### config.mk
export PLATFORM = sky130hd
export DESIGN_NAME = maxpool_1d_stream_flat
export DESIGN_NICKNAME = d
export VERILOG_FILES = /design/src/rtl/maxpool_1d_stream_if.sv /design/src/rtl/maxpool_1d_stream.sv /design/src/flat_wrapper.sv
export SDC_FILE = /design/constraint.sdc
export NUM_CORES = 1
export LEC_CHECK = 0
export ABC_AREA = 1
export CAP_MARGIN = 15
export CORE_MARGIN = 5
export CORE_UTILIZATION = 50
export DETAILED_ROUTE_END_ITERATION = 8
export PLACE_DENSITY = 0.8
export SYNTH_ARGS = -nofsm -noshare
export SYNTH_HDL_FRONTEND = slang
export SYNTH_SLANG_ARGS = --single-unit
export TNS_END_PERCENT = 100
### constraint.sdc
create_clock -name clk -period 3.18 [get_ports clk]
set_clock_uncertainty 0.1 [all_clocks]
set_input_delay 0.477 -clock clk [delete_from_list [all_inputs] [get_ports clk]]
set_output_delay 0.477 -clock clk [all_outputs]
set_load 0.05 [all_outputs]
### src/rtl/maxpool_1d_stream_if.sv
// Stream bundle for the 1-D max-pool block: one valid-qualified vector per cycle
// in each direction, no back-pressure.
interface maxpool_1d_stream_if #(
    parameter int NO_CH = 10,
    parameter int BW    = 3
);
    logic                       vld_in;
    logic [NO_CH-1:0][BW-1:0]   data_in;
    logic                       last_in;
    logic                       vld_out;
    logic [NO_CH-1:0][BW-1:0]   data_out;
    logic                       last_out;

    modport slave (
        input  vld_in, data_in, last_in,
        output vld_out, data_out, last_out
    );

    modport master (
        output vld_in, data_in, last_in,
        input  vld_out, data_out, last_out
    );
endinterface

### src/rtl/maxpool_1d_stream.sv
// Streaming per-channel max pooling over non-overlapping windows of POOL accepted
// samples; a frame's last sample closes a partial window early.
module maxpool_1d_stream #(
    parameter int NO_CH = 10,
    parameter int BW    = 3,
    parameter int POOL  = 2
) (
    input  logic                  clk,
    input  logic                  rst,
    maxpool_1d_stream_if.slave    pool_io
);
    localparam int CW = (POOL > 1) ? $clog2(POOL) : 1;
    localparam logic [CW-1:0] CNT_LAST = CW'(POOL - 1);

    logic [CW-1:0]              cnt_q, cnt_d;
    logic [NO_CH-1:0][BW-1:0]   acc_q, acc_d;
    logic [NO_CH-1:0][BW-1:0]   dout_q, dout_d;
    logic                       vld_q, vld_d;
    logic                       last_q, last_d;
    logic [NO_CH-1:0][BW-1:0]   win_max;
    logic                       close;

    always_comb begin
        win_max = '0;
        // The first sample of a window replaces whatever acc still holds.
        for (int unsigned i = 0; i < NO_CH; i++) begin
            if (cnt_q == '0 || pool_io.data_in[i] > acc_q[i]) begin
                win_max[i] = pool_io.data_in[i];
            end else begin
                win_max[i] = acc_q[i];
            end
        end
    end

    always_comb begin
        cnt_d  = cnt_q;
        acc_d  = acc_q;
        dout_d = dout_q;
        last_d = last_q;
        vld_d  = 1'b0;
        close  = pool_io.vld_in && (cnt_q == CNT_LAST || pool_io.last_in);
        if (pool_io.vld_in) begin
            if (close) begin
                dout_d = win_max;
                last_d = pool_io.last_in;
                vld_d  = 1'b1;
                cnt_d  = '0;
            end else begin
                acc_d = win_max;
                cnt_d = cnt_q + CW'(1);
            end
        end
    end

    always_ff @(posedge clk) begin
        if (rst) begin
            cnt_q  <= '0;
            acc_q  <= '0;
            dout_q <= '0;
            vld_q  <= 1'b0;
            last_q <= 1'b0;
        end else begin
            cnt_q  <= cnt_d;
            acc_q  <= acc_d;
            dout_q <= dout_d;
            vld_q  <= vld_d;
            last_q <= last_d;
        end
    end

    assign pool_io.vld_out  = vld_q;
    assign pool_io.data_out = dout_q;
    assign pool_io.last_out = last_q;
endmodule

### src/flat_wrapper.sv
// flat-port wrapper written by rule: the top's interface ports become plain ports
module maxpool_1d_stream_flat 
#(
    parameter int NO_CH = 10,
    parameter int BW    = 3,
    parameter int POOL  = 2
)
  (clk, rst, pool_io_vld_in, pool_io_data_in, pool_io_last_in, pool_io_vld_out, pool_io_data_out, pool_io_last_out);
  maxpool_1d_stream_if #(.NO_CH(NO_CH), .BW(BW)) pool_io_i ();
  input  logic clk;
  input  logic rst;
  input wire logic [$bits(pool_io_i.vld_in)-1:0] pool_io_vld_in;
  input wire logic [$bits(pool_io_i.data_in)-1:0] pool_io_data_in;
  input wire logic [$bits(pool_io_i.last_in)-1:0] pool_io_last_in;
  output wire logic [$bits(pool_io_i.vld_out)-1:0] pool_io_vld_out;
  output wire logic [$bits(pool_io_i.data_out)-1:0] pool_io_data_out;
  output wire logic [$bits(pool_io_i.last_out)-1:0] pool_io_last_out;
  assign pool_io_i.vld_in = pool_io_vld_in;
  assign pool_io_i.data_in = pool_io_data_in;
  assign pool_io_i.last_in = pool_io_last_in;
  assign pool_io_vld_out = pool_io_i.vld_out;
  assign pool_io_data_out = pool_io_i.data_out;
  assign pool_io_last_out = pool_io_i.last_out;
  maxpool_1d_stream #(.NO_CH(NO_CH), .BW(BW), .POOL(POOL)) u_core (.clk(clk), .rst(rst), .pool_io(pool_io_i));
endmodule
==> flow_summary.ini <==
[synthesis]
synth_seq_area_share = 0.347
syn_nets = 602
yosysWarnings = 0
synth_top_area_share = 0.347
synthMuxAreaShare = 0
synthTopCellsByArea = dfxtp_1, nand2_1, nand3_1
synth_area_leader_cell = dfxtp_1
netlist_area_mm2 = 0.00363
syn_inst = 538
synth_simple_gate_area_share = 0.365
synth-compound-area-share = 0.0665
synth.distinct_cells = 17
synth_top_family_by_area = simple AND/OR/NAND/NOR gates
synth_adder_area_share = 0.103
synth-xor-area-share = 0
synth.avg_cell_area_um2 = 6.75
ys_ff_latch = 63

[sta]
setup-tns-final_ns = 0
slew_violations = 0
fin_crit_ns = 2.13
worst_pin_slew_ns = 1.02
hold_violations = 0
rsz0062_at_grt = false
fmax_ghz = 0.470
period_share = 0.669
setup_viol = 0
slew_headroom = 0.321

[critical_path]
rr_worst_depth = 6
path_class = flop to primary output
worst_setup_path_start_kind = flop
crit_chain = clkdlybuf4s50_1
end_kind = primary output
cpPeakStageDelay_ns = 0.82
crit_slowest_cell = clkdlybuf4s50_1
critPathRequiredTime_ns = 2.60
critPathMaxFanout = 2
crit_family = buffers and inverters
path_depth = 1
path_buf_inv = 1
r2r_slack_ns = 1.05
cp_data_arrival_time_ns = 1.55

[die]
rows = 31
die_height_um = 95.2
initial_core_util = 0.506
die_w_um = 95.2
core_area_mm2 = 0.00718
die_area_mm2 = 0.00907
num_io_pins = 66

[route]
routed_via_density = 4.98
wl_per_cell_um = 12.4
drtIter0Drc = 205
drtPass1Iterations = 4
antenna_left = 0
via_count = 3490
drcViolationCount = 0
wl_um = 8700

[clocking]
cts_hold_buffers = 0
cts-root-buf = clkbuf_8
cts.path.max_buffers = 2
worstSkewPairLatency_ns = 0.35
cts_buffers = 9
htreeDepth = 3
cts_tree = yes
path_clk_slew_ns = 0.07
cts_resized = 0
post_cts_buffers = 0
clkSinkCount = 63

[global_route]
met2_usage = 0.349
grt.busiest_layer = met2
grt_max_degree = 32
antenna_found_initial = 0
globalRouteMet1Util = 0.237
grt_pass1_wl_um = 14700
grt_usage = 0.203
grt_use_met3 = 0.0379
grt_pass1_vias = 3464
grt_remaining_overflow = 0

[min_path]
whs_path_depth = 2
hold_path_class = flop to flop

[run_status]
status = complete, no violations

[pwr]
power.density_mw_per_mm2 = 449
peakVddDrop_mv = 0.230
p_leak_nw = 2.26

[placed_design]
gp_congestion = 0.815
port-buffer-count = 65
place_area_mm2 = 0.00431
dp_hpwl_um = 6170

[cells_and_area]
fin_area_mm2 = 0.00448
areaGrowthSynthToFinish_pct = 23.4
nets = 661
drive_gt1_frac = 0.0731
num_antenna_cells = 0

[job]
drv_cap = 0
## final cells by class
cell class / instances / area (µm²)
Clock buffer: 13 / 159
Clock inverter: 3 / 17.5
Fill cell: 632 / 2690
Inverter: 75 / 282
Multi-Input combinational cell: 376 / 1940
Sequential cell: 63 / 1260
Tap cell: 99 / 124
Timing Repair Buffer: 72 / 698
## flip-flops by register name, summed over array words and instances, names as in the netlist
signal / flops
u_core.pool_io.last_out: 1
u_core.acc_q: 30
u_core.cnt_q: 1
u_core.pool_io.vld_out: 1
u_core.pool_io.data_out: 30
## worst register-to-register path, cell delays in order, from the launching register on
cell and delay [ns]:
dfxtp_1 0.87, nor3_4 0.09, buf_4 0.23, inv_2 0.46, a21oi_1 0.13, nand2_1 0.10
inv_1 0.04
## report_power, final
part           internal [mW]  switching [mW]
sequential             0.842          0.0336
combinational          0.185           0.315
clock                  0.323           0.315
## logic make-up (layout without fill, tap and decap cells)
| family | Yosys count | after routing |
|---|---|---|
| AND/OR/NAND/NOR | 312 | 312 |
| buffers and inverters | 99 | 163 |
| flip-flops | 63 | 63 |
| AO/OA/AOI/OAI | 34 | 34 |
| adder cells (fa/ha/maj) | 30 | 30 |
## cells in the final DEF (no fill, tap or decap), drive strengths merged
master / count
nand2: 183
nand3: 111
inv: 75
clkdlybuf4s50: 64
dfxtp: 63
a21oi: 33
ha: 30
nor2: 17
clkbuf: 13
buf: 8
clkinv: 2
nor3: 1
o21ai: 1
clkinvlp: 1
## worst paths after layout
| check | startpoint | end |
|---|---|---|
| setup / recovery | u_core.pool_io.data_out[4]$_SDFFE_PP0P_ | pool_io_data_out[4] |
| setup reg to reg | u_core.cnt_q$_SDFFE_PP0P_ | u_core.acc_q[7]$_SDFFE_PP0P_ |
| hold / removal | u_core.pool_io.data_out[24]$_SDFFE_PP0P_ | u_core.pool_io.data_out[24]$_SDFFE_PP0P_ |
| hold reg to reg | u_core.pool_io.data_out[24]$_SDFFE_PP0P_ | u_core.pool_io.data_out[24]$_SDFFE_PP0P_ |
## cell usage after synthesis
cell / instances
ha_1: 30
clkbuf_1: 3
inv_2: 1
nor2_1: 16
buf_1: 2
buf_2: 13
inv_1: 74
nand3_1: 111
nand2_1: 183
nor3_4: 1
nor2_2: 1
a21oi_2: 18
dfxtp_1: 63
buf_4: 1
o21ai_2: 1
buf_6: 5
a21oi_1: 15
## per-layer routing
layer | part of all wire | vias to the layer above
met5 | 0 | -
met4 | 0.023 | 0
met2 | 0.48 | 80
li1 | - | 1823
met1 | 0.44 | 1569
met3 | 0.058 | 18
## stage by stage
stage	instances	power, mW	worst slack (ns)	hold WS, ns	utilization
floorplan	538	1.23	1.61	0.431	-
global placement	685	1.37	0.929	0.357	0.600
detailed placement	685	1.39	0.894	0.360	0.600
CTS	701	2.02	1.05	0.372	0.625
global route	701	2.12	0.895	0.385	0.625
finish	701	2.01	1.05	0.368	0.625
Power figures use the tool's default switching activity.
